## src/rtl/clock_mode_fsm_param.sv

```systemverilog
// clock_mode_fsm_param: mode sequencer with button debounce, edit timeout, page select.
// Optional edited-field blink: define CLOCK_MODE_BLINK_EN.
module clock_mode_fsm_param #(
  parameter int N_FIELDS   = 7,
  parameter int PAGE_SPLIT = 3,
  parameter int DB_CYCLES  = 4,
  parameter int TIMEOUT_S  = 10,
  localparam int FW = (N_FIELDS > 2) ? $clog2(N_FIELDS) : 1
) (
  input  logic                clk,
  input  logic                rst,
  input  logic                mode_button,
  input  logic                display_switch,
  input  logic                tick_1s,
  output logic [N_FIELDS-1:0] enable_display,
  output logic [N_FIELDS-1:0] enable_cnt,
  output logic                enable_pulse_1s,
  output logic                edit_active,
  output logic [FW-1:0]       edit_field
);

  localparam int DW = (DB_CYCLES > 1) ? $clog2(DB_CYCLES + 1) : 1;
  localparam int TW = (TIMEOUT_S > 1) ? $clog2(TIMEOUT_S + 1) : 1;
  localparam bit TO_EN = (TIMEOUT_S > 0);

  localparam logic [DW-1:0] DB_LAST = DW'(DB_CYCLES - 1);
  localparam logic [TW-1:0] TO_LAST = TW'(TO_EN ? TIMEOUT_S - 1 : 0);
  localparam logic [FW-1:0] LAST_F  = FW'(N_FIELDS - 1);
  localparam logic [FW-1:0] SPLIT_F = FW'(PAGE_SPLIT);

  localparam logic [N_FIELDS-1:0] PAGE0 =
    N_FIELDS'((32'd1 << PAGE_SPLIT) - 32'd1);
  localparam logic [N_FIELDS-1:0] PAGE1 = ~PAGE0;

  localparam logic [0:0] ST_RUN  = 1'b0;
  localparam logic [0:0] ST_EDIT = 1'b1;

  logic          sync1, sync2;
  logic          stable;
  logic [DW-1:0] db_cnt;
  logic          press;
  logic [0:0]    mode, mode_d;
  logic [FW-1:0] field, field_d;
  logic [TW-1:0] to_cnt;
  logic          edit;
  logic          to_hit;
  logic          p_enter, p_wrap, p_step, t_exit;
  logic [N_FIELDS-1:0] onehot;
  logic [N_FIELDS-1:0] blink_mask;
  logic          page_sel;

  assign edit   = (mode == ST_EDIT);
  assign onehot = N_FIELDS'(1) << field;

  // press fires on the cycle the stable level rises
  always_ff @(posedge clk or negedge rst) begin
    if (!rst) begin
      sync1  <= 1'b0;
      sync2  <= 1'b0;
      stable <= 1'b0;
      db_cnt <= '0;
      press  <= 1'b0;
    end else begin
      sync1 <= mode_button;
      sync2 <= sync1;
      press <= sync2 && !stable && (db_cnt == DB_LAST);
      if (sync2 != stable) begin
        if (db_cnt == DB_LAST) begin
          stable <= sync2;
          db_cnt <= '0;
        end else begin
          db_cnt <= db_cnt + DW'(1);
        end
      end else begin
        db_cnt <= '0;
      end
    end
  end

  assign to_hit  = TO_EN && edit && tick_1s && (to_cnt == TO_LAST);
  assign p_enter = press && !edit;
  assign p_wrap  = press && edit && (field == LAST_F);
  assign p_step  = press && edit && (field != LAST_F);
  assign t_exit  = to_hit && !press;

  always_comb begin
    mode_d  = mode;
    field_d = field;
    unique case (1'b1)
      p_enter: begin
        mode_d  = ST_EDIT;
        field_d = '0;
      end
      p_wrap, t_exit: begin
        mode_d  = ST_RUN;
        field_d = '0;
      end
      p_step: field_d = field + FW'(1);
      default: ;
    endcase
  end

  always_ff @(posedge clk or negedge rst) begin
    if (!rst) begin
      mode   <= ST_RUN;
      field  <= '0;
      to_cnt <= '0;
    end else begin
      mode  <= mode_d;
      field <= field_d;
      if (!edit || press || to_hit)
        to_cnt <= '0;
      else if (TO_EN && tick_1s)
        to_cnt <= to_cnt + TW'(1);
    end
  end

`ifdef CLOCK_MODE_BLINK_EN
  logic phase;

  always_ff @(posedge clk or negedge rst) begin
    if (!rst)
      phase <= 1'b0;
    else if (mode_d == ST_RUN)
      phase <= 1'b0;
    else if (edit && tick_1s)
      phase <= ~phase;
  end

  assign blink_mask = (edit && phase) ? onehot : '0;
`else
  assign blink_mask = '0;
`endif

  // reset forces page 0 even though the switch is sampled live
  always_comb begin
    page_sel = edit ? (field >= SPLIT_F)
                    : (display_switch && rst);
    enable_display  = (page_sel ? PAGE1 : PAGE0) & ~blink_mask;
    enable_cnt      = edit ? onehot : '0;
    enable_pulse_1s = !edit;
    edit_active     = edit;
    edit_field      = field;
  end

endmodule

```

## config.mk

```make
export PLATFORM = sky130hd
export DESIGN_NAME = clock_mode_fsm_param
export DESIGN_NICKNAME = d
export VERILOG_FILES = /design/src/rtl/clock_mode_fsm_param.sv
export SDC_FILE = /design/constraint.sdc
export NUM_CORES = 1
export LEC_CHECK = 0
export ABC_AREA = 1
export CAP_MARGIN = 20
export CORE_MARGIN = 2
export CORE_UTILIZATION = 30
export DETAILED_ROUTE_END_ITERATION = 8
export GPL_ROUTABILITY_DRIVEN = 0
export PLACE_DENSITY = 0.61
export SETUP_SLACK_MARGIN = 0.15
export SLEW_MARGIN = 40
export SYNTH_ARGS = -nofsm -noshare
export SYNTH_HDL_FRONTEND = slang
export SYNTH_SLANG_ARGS = --single-unit
```

## constraint.sdc

```tcl
create_clock -name clk -period 4.9 [get_ports clk]
set_clock_uncertainty 0.15 [all_clocks]
set_input_delay 1.225 -clock clk [delete_from_list [all_inputs] [get_ports clk]]
set_output_delay 1.225 -clock clk [all_outputs]
set_load 0.02 [all_outputs]
```

==> run metrics <==
status=finished with violations; violated checks=DRC; Placement Setup Slack=0.7266 ns; antenna diode count=0; drt initial violations=14; sequential element share of the synthesized area=41.38%; Post-Syn Instances=106; die extent in y=58.99 um; Total Power=0.7352 mW; io pins=24; vias in the first global route=671; setup TNS=0 ns; Post-Syn Area=907.1 um^2; CTS Root Cell=clkbuf_4; global-route wire length before repair=2.704 mm; hold-critical path endpoint=sync2; setup violators final=0; drt drc=4; reg2reg path depth=3; fin util=41.17%; Final period util=84.48%; Avg WL per Cell=10.00 um; Hold-fix buffers, CTS=0; flop2flop setup slack=3.53 ns; max incr delay on CP=0.67 ns; Starting Density=32.34%; GRT Total Usage=10.44%; RR Endpoint=stable; Reg clk slew, reported paths=0.09 ns; vias per cell=4.411; max_cap viols=0; TritonCTS clock tree=yes; layout cells sized above 1=11.02%; yosys warns=0; crit path cell chain=clkdlybuf4s50_1 -> a21oi_1 -> a31oi_1 -> clkdlybuf4s50_1; Skew-Pair Late Insertion Delay=0.28 ns; largest net degree at the start of global routing=16; most numerous cell on the critical path=clkdlybuf4s50_1; GRT overflow=0; worst-margin pin slew=0.3065 ns; Sink Count=15; Core Rows=19; Leak=0.5661 nW; via count=697; CP endpoint kind=output pin; Slew HR=79.56%; final-report max-slew violation count=0; Pre-antenna DRT Iters=6; Synth Net Count=120; post-synthesis adder-cell area fraction=12.41%; VDD IR max=0.2373 mV; post-synth cell types=24; slowest CP cell=clkdlybuf4s50_1; final cell count without fillers=158; minimum clock period=4.140 ns; Worst Hold Launch=sync1; Filler Cell Count=292; main combinational cell family by area after synthesis=simple AND/OR/NAND/NOR gates; Layout area overhead=27.31%; Post-Synth Simple-Gate Area=25.93%; Crit path required time=3.52 ns; worst reg2reg startpoint=sync2; Compound-Gate Fraction of Synth Area=3.862%; commonest non-fill, non-tap cells in the layout=clkdlybuf4s50_1 (23), inv_1 (19), nand2_1 (16); Max Root-Sink Buffers=2; Final HPWL DP=1.325 mm; placed cell count=154; # port buffers=23; CTS H-Tree Depth=1; CTS Buf Count=3; HP Class=reg -> reg; Pwr per Cell Area=636.6 nW/um^2; synthesized flop and latch total=15; unrepaired setup endpoints after global routing=no; Hold Vio Cnt, Final=0; Die W=58.99 um; crit-path max FO=4; Crit Path Class=in -> out; commonest non-fill, non-tap cell in the layout=clkdlybuf4s50_1; Synth Area per Inst=8.558 um^2; die area=3480 um^2; highest achievable clock rate=0.2416 GHz; Synth Area in XOR/XNOR=1.931%; Post-CTS Resized=0; post-synthesis mux area share=0%; Worst Path Arrival=2.76 ns; post-route worst setup slack=0.7603 ns; setup bufs post-CTS=0; ANT nets after route=0; Hold Path Stages=0; initial antenna violation count=0; core area=2805 um^2; CP Launch Type=primary input; Nets=142; total wire length=1.580 mm
-- worst max-delay path by stage --
stage / endpoint / slack [ns] / start / cells past startpoint
6_report: enable_display[3] / 0.76 / rst / 4
5_1_grt: enable_display[5] / 0.66 / rst / 4
4_1_cts: enable_display[3] / 0.73 / rst / 4
3_5_place_dp: enable_display[3] / 0.73 / rst / 4
3_3_place_gp: enable_display[5] / 0.75 / rst / 4
2_1_floorplan: enable_display[1] / 1.70 / display_switch / 3
-- logic make-up (layout without fill, tap and decap cells) --
logic type               Yosys count  in the layout
XOR/XNOR                           2              2
AO/OA/AOI/OAI                      6              6
flip-flops                        15             15
AND/OR/NAND/NOR                   47             47
adder cells (fa/ha/maj)            9              9
buffers and inverters             27             48
-- layout make-up --
| type | instances | area (um^2) | area share, % |
|---|---|---|---|
| clock buffer | 3 | 22.52 | 1.950 |
| inverter | 20 | 75.07 | 6.501 |
| timing repair buffer | 24 | 237.7 | 20.59 |
| multi-input combinational | 64 | 400.4 | 34.67 |
| tap | 31 | 38.79 | 3.359 |
| clock inverter | 1 | 5.005 | 0.4334 |
| sequential | 15 | 375.4 | 32.50 |
-- state kept, by name (all words and copies together), names as in the netlist --
signal       flops
stable           1
sync1            1
edit_active      1
to_cnt           4
edit_field       3
press            1
db_cnt           3
sync2            1
-- per-stage QoR --
stage               hold slack, ns  area, um^2
floorplan                   0.1812       907.1
global placement            0.1847        1127
detailed placement          0.1926        1127
CTS                         0.2137        1155
global route                0.2267        1155
finish                      0.2104        1155
-- Yosys cell counts --
master	number	area, um^2
o21ai_2	1	8.760
o21ai_1	1	5.000
nand2_4	2	22.52
ha_1	9	112.6
a31oi_1	1	6.260
nor3_1	2	10.01
inv_1	19	71.32
nand2_2	1	6.260
dfrtp_1	15	375.4
inv_2	1	3.750
o21ai_0	2	10.01
nor2_4	2	22.52
a21oi_1	1	5.000
nor3b_1	1	7.510
buf_4	6	45.04
xor2_1	1	8.760
nand4_1	3	18.77
xnor2_1	1	8.760
nor2_2	2	12.51
buf_6	1	11.26
nor2_1	13	48.80
nand3_1	4	20.02
nand2_1	16	60.06
nand2b_1	1	6.260
-- power breakdown --
group	internal, mW	switching [mW]
clock network	0.0303	0.0376
registers	0.159	0.0478
logic	0.208	0.252
-- per-layer routing --
metal / global-route usage (%) / up-vias / share of wire, % / wire length (um)
met4: 4.870 / 0 / 0.57 / 9
met3: 3.712 / 2 / 6.8 / 108
met2: 18.25 / 17 / 49 / 773
li1: - / 362 / - / -
met1: 11.19 / 316 / 44 / 688
met5: 0 / - / 0 / 0
-- critical path: cells and delay by family --
family,cells,cell delay (ns)
AO/OA/AOI/OAI,2,0.36
buffers and inverters,2,1.19
Power figures use the tool's default switching activity.
==> RTL edit 1, RTL diff (same settings) <==
One comparison of `to_cnt` changes from == to >=.
--- a/src/rtl/clock_mode_fsm_param.sv
+++ b/src/rtl/clock_mode_fsm_param.sv
@@ -77,7 +77,7 @@
     end
   end
 
-  assign to_hit  = TO_EN && edit && tick_1s && (to_cnt == TO_LAST);
+  assign to_hit  = TO_EN && edit && tick_1s && (to_cnt >= TO_LAST);
   assign p_enter = press && !edit;
   assign p_wrap  = press && edit && (field == LAST_F);
   assign p_step  = press && edit && (field != LAST_F);
Check against the original RTL: no difference found for any inputs over 10 cycles, from zero or initial values and one cycle with rst low; that may be too few to reach the edited logic, so the function may still have changed.
==> RTL edit 1 against the original RTL <==
  * The run still ends with design-rule violations left
  * Critical path depth is 1 higher
  * Total power is 0.20% lower
  * Highest routed layer is now met3
  * Cell area is 0.87% lower
  * Count of clock-buffer cells in the layout unchanged
  * Sequential cell count is the same
  * Utilization decreased by 0.36 points
  * Worst setup slack gained 0.045 ns
  * Clock power is 3% lower
  * Wire length shrank 4.3%
  * Non-clock buffer count stayed put
  * Area after synthesis down 1.1%
==> RTL edit 1: results (changes against the original RTL) <==
| Metric | Value |
|---|---|
| Status | `complete, but fails checks` |
| Failing checks | `design-rule violations` |
| HP Class | `reg2reg` |
| First-pass GRT wire length | `2650 um (-2.0%)` |
| Max FFs per register | `4 (unchanged)` |
| Fillcell total | `292 (unchanged)` |
| Worst VDD drop | `0.000273 V (+15%)` |
| Initial antenna violation count | `0 (unchanged)` |
| Largest net degree at the start of global routing | `16 (unchanged)` |
| Drt drc | `2 (-2)` |
| Unique masters post-synth | `22 (-8.3%)` |
| Aggregate global-route resource usage | `9.91% (-0.53 points)` |
| Ranking of synthesized cells by area | `dfrtp_1, ha_1, inv_1, nand2_1, nor2_1` |
| Commonest cells post-synth | `inv_1, nand2_1, nor2_1` |
| Seq pwr share | `28.5% (+0.3 points)` |
| Clock Latency Late Sink | `0.27 ns` |
| Vias in the first global route | `660 (-1.6%)` |
| Combinational share of power | `62.5% (about the same)` |
| Routed WL | `1510 um (-4.3%)` |
| Switching Fraction | `45.6% (-0.26 points)` |
| Post-synth top flop | `dfrtp_1` |
| Fin. Hold Viols | `0 (unchanged)` |
| Leakage | `0.552 nW (-2.5%)` |
| Ys Warns | `0 (unchanged)` |
| DR iter-0 viols | `12 (-2)` |
| Post-CTS Resized | `0 (unchanged)` |
| Num CTS Buffers | `3 (unchanged)` |
| Number of H-tree levels | `1 (unchanged)` |
| Seq/Total Area, Yosys | `41.8% (+0.46 points)` |
| Share of layout cells above drive strength 1 | `9.38% (-1.6 points)` |
| CTS clk-pin slew, worst paths | `0.09 ns (about the same)` |
| CTS max path bufs | `2 (unchanged)` |
| Post-layout net count | `144 (+1.4%)` |
| Biggest register | `to_cnt` |
| Post-DR vias/cell | `4.40 (-0.20%)` |
| Drt first pass iters | `8 (+2)` |
| DP HPWL | `1270 um (-4.0%)` |
| CTS Root Cell | `clkbuf_4` |
| I/O Buffers | `23 (unchanged)` |
| Crit path DAT | `2.72 ns (-0.04 ns)` |
| Diodes inserted | `0 (unchanged)` |
| Slew headroom | `79.3% (-0.31 points)` |
| Synth async-reset ratio | `100% (unchanged)` |
| Syn_nets | `122 (+1.7%)` |
| # Post-CTS Setup Buffers | `0 (unchanged)` |
| Worst-path fanout max | `4 (unchanged)` |
## RTL edit 1: worst max-delay path, stage by stage
cell,delay [ns]
clkdlybuf4s50_1,0.50
a21oi_1,0.07
nand2b_1,0.20
inv_1,0.11
clkdlybuf4s50_1,0.61
## RTL edit 1: through the flow
stage	utilization (%)	worst slack (ns)	area (um2)	cells	total power, mW
floorplan	-	1.63	897	107	0.531
global placement	39.8	0.814	1120	155	0.670
detailed placement	39.8	0.773	1120	155	0.678
CTS	40.8	0.773	1140	159	0.746
global route	40.8	0.713	1140	159	0.803
finish	40.8	0.805	1140	159	0.734
## RTL edit 1: worst paths after layout
check,from,endpoint,slack (ns),cells after the start
max in group asynchronous,rst,edit_field[2],3.26,2
min,sync1,sync2,0.21,0
max reg2reg,edit_field[0],edit_field[2],3.55,5
max,rst,enable_display[3],0.81,5
min in group asynchronous,rst,edit_active,1.17,2
min reg2reg,sync1,sync2,0.21,0
## RTL edit 1: cells by family after synthesis
| logic type | after synthesis | synth area share, % |
|---|---|---|
| and+or+nand+nor | 49 | 24.8 |
| buffers and inverters | 26 | 14.2 |
| AOI/OAI and AO/OA | 5 | 3.21 |
| DFF | 15 | 41.8 |
| xor gates and xnor gates | 2 | 1.95 |
| adders and majority gates | 10 | 13.9 |
## RTL edit 1: area by class of cell
class	instances	area, um2	share of cell area (%)
inverters	19	71.3	6.23
multi-input cells	66	394	34.4
flip-flops and latches	15	375	32.8
repair buffers	24	238	20.8
clock inverters	1	5.00	0.437
clock buffers	3	22.5	1.97
well taps	31	38.8	3.39
## RTL edit 1: per-layer routing
metal	GRT usage (%)	share of wire [%]	vias to the layer above
li1	-	-	365
met1	11.9	46	319
met2	17.2	48	16
met3	1.54	5.8	0
met4	4.87	0	0
met5	0	0	-
==> RTL edit 2, RTL diff (config.mk and constraints unchanged) <==
Made on the original files. Build with the macro `CLOCK_MODE_BLINK_EN` defined.
--- a/src/rtl/clock_mode_fsm_param.sv
+++ b/src/rtl/clock_mode_fsm_param.sv
@@ -1,5 +1,7 @@
 // clock_mode_fsm_param: mode sequencer with button debounce, edit timeout, page select.
 // Optional edited-field blink: define CLOCK_MODE_BLINK_EN.
+`define CLOCK_MODE_BLINK_EN
+
 module clock_mode_fsm_param #(
   parameter int N_FIELDS   = 7,
   parameter int PAGE_SPLIT = 3,
Formal check against the unedited RTL: not equivalent (a bounded check fails within 10 cycles, from zero or initial values and one cycle with rst low).
==> RTL edit 2 against the original RTL <==
  * Wire length up 20%
  * Sequential cell count up 1
  * Highest routed layer unchanged
  * Largest power group unchanged
  * Register-to-register slack worse by 0.25 ns
  * Sequential power up 8%
  * Clock power up 25%
  * Sequential share of layout area down 0.081 points
  * Cell area up 6.9%
  * Area after synthesis up 2.6%
  * Combinational power up 13%
  * Critical endpoint unchanged
  * First-iteration DRC count up 36%
  * Critical path depth up 2
  * Total power up 13%
  * Via count up 13%
  * Worst setup slack better by 0.033 ns
==> RTL edit 2: results (changes against the original RTL) <==
| Metric | Value |
|---|---|
| CP max stage cell | `clkdlybuf4s50_1` |
| Clock share of power | `10.2% (+1.0 points)` |
| Num CTS Buffers | `3 (unchanged)` |
| Hold wc startpoint | `sync1` |
| Worst-path fanout max | `4 (unchanged)` |
| Met1 WL | `882 um (+28%)` |
| Adder-Cell Fraction of Synth Area | `12.1% (-0.32 points)` |
| DR iter-0 viols | `19 (+5)` |
| Unique masters post-synth | `20 (-17%)` |
| Drt first pass iters | `4 (-2)` |
| Vias in the first global route | `694 (+3.4%)` |
| Hold Path Sink | `sync2` |
| Syn_nets | `129 (+7.5%)` |
| Met1 usage | `15.9% (+4.7 points)` |
| Grt met2 use | `19.1% (+0.85 points)` |
| Ranking of synthesized cells by area | `dfrtp_1, ha_1, nand2_1, nor2_1, inv_1` |
| Hold path depth | `0 (unchanged)` |
| CP peak stage delay | `0.62 ns (-0.05 ns)` |
| Crit path DAT | `2.73 ns (-0.03 ns)` |
| Status | `finished, final reports clean` |
| Highest routed layer | `met4` |
| Detail Route met2 WL | `872 um (+13%)` |
| Initial antenna violation count | `0 (unchanged)` |
| I/O Buffers | `23 (unchanged)` |
| Worst reg2reg endpoint | `edit_field[1]` |
| Drt drc | `0 (-4)` |
| Combinational share of power | `62.7% (about the same)` |
| DP HPWL | `1560 um (+18%)` |
| Biggest register | `to_cnt` |
| Largest net degree at the start of global routing | `17 (+1)` |
| R2R setup slack | `3.28 ns (-0.25 ns)` |
| # Post-CTS Setup Buffers | `0 (unchanged)` |
| Share of layout cells above drive strength 1 | `7.04% (-4.0 points)` |
| First-pass GRT wire length | `3210 um (+19%)` |
| DR WL/cell | `10.9 um (+8.7%)` |
| Synth Area in Compound Gates | `7.80% (+3.9 points)` |
| Post-Synth XOR/XNOR Area | `2.82% (+0.89 points)` |
| Worst-margin pin slew | `0.343 ns (+0.0361 ns)` |
| Crit path from | `rst` |
| Routed wl met3 | `137 um (+27%)` |
| Met3 Usage GRT | `4.11% (+0.40 points)` |
| Vias | `790 (+13%)` |
| Commonest cells post-synth | `nand2_1, nor2_1, inv_1` |
| Net Sw Power | `382 uW (+13%)` |
| Seq/Total Area, Yosys | `43.0% (+1.6 points)` |
| Post-layout net count | `157 (+11%)` |
| R2R cell count | `7 (+4)` |
| Aggregate global-route resource usage | `12.1% (+1.6 points)` |
| Diodes inserted | `0 (unchanged)` |
| Clock net power | `84.9 uW (+25%)` |
| CTS Root Cell | `clkbuf_4` |
| Placed cell areas | `1200 um2 (+6.3%)` |
| Synth async-reset ratio | `100% (unchanged)` |
| Clock Latency Late Sink | `0.28 ns (about the same)` |
| R2r startpoint | `edit_field[0]` |
| Worst VDD drop | `0.000237 V (about the same)` |
| Leakage | `0.609 nW (+7.6%)` |
| CTS max path bufs | `2 (unchanged)` |
| Antenna-violating nets left | `0 (unchanged)` |
| HP Class | `reg2reg` |
[RTL edit 2: cell count changes in the layout (fill, tap and decap cells not counted), sizes merged, moves of 2 or more]
cell and change:
a21oi +3, a22oi +3, nand2 +8, nand3 -3
nor2 +4, o21ai +2
[RTL edit 2: through the flow]
stage / hold WS (ns) / worst slack (ns) / cells / utilization [%]
floorplan: 0.181 / 1.74 / 115 / -
global placement: 0.186 / 0.807 / 171 / 39.9
detailed placement: 0.193 / 0.789 / 171 / 39.9
CTS: 0.214 / 0.786 / 175 / 41.1
global route: 0.218 / 0.697 / 175 / 41.1
finish: 0.210 / 0.793 / 175 / 41.1
[RTL edit 2: cell type report]
| class | instances | area, um2 |
|---|---|---|
| Fill cell | 304 | 1770 |
| Multi-Input combinational cell | 79 | 448 |
| Sequential cell | 16 | 400 |
| Timing Repair Buffer | 24 | 238 |
| Inverter | 19 | 71.3 |
| Tap cell | 33 | 41.3 |
| Clock buffer | 4 | 36.3 |
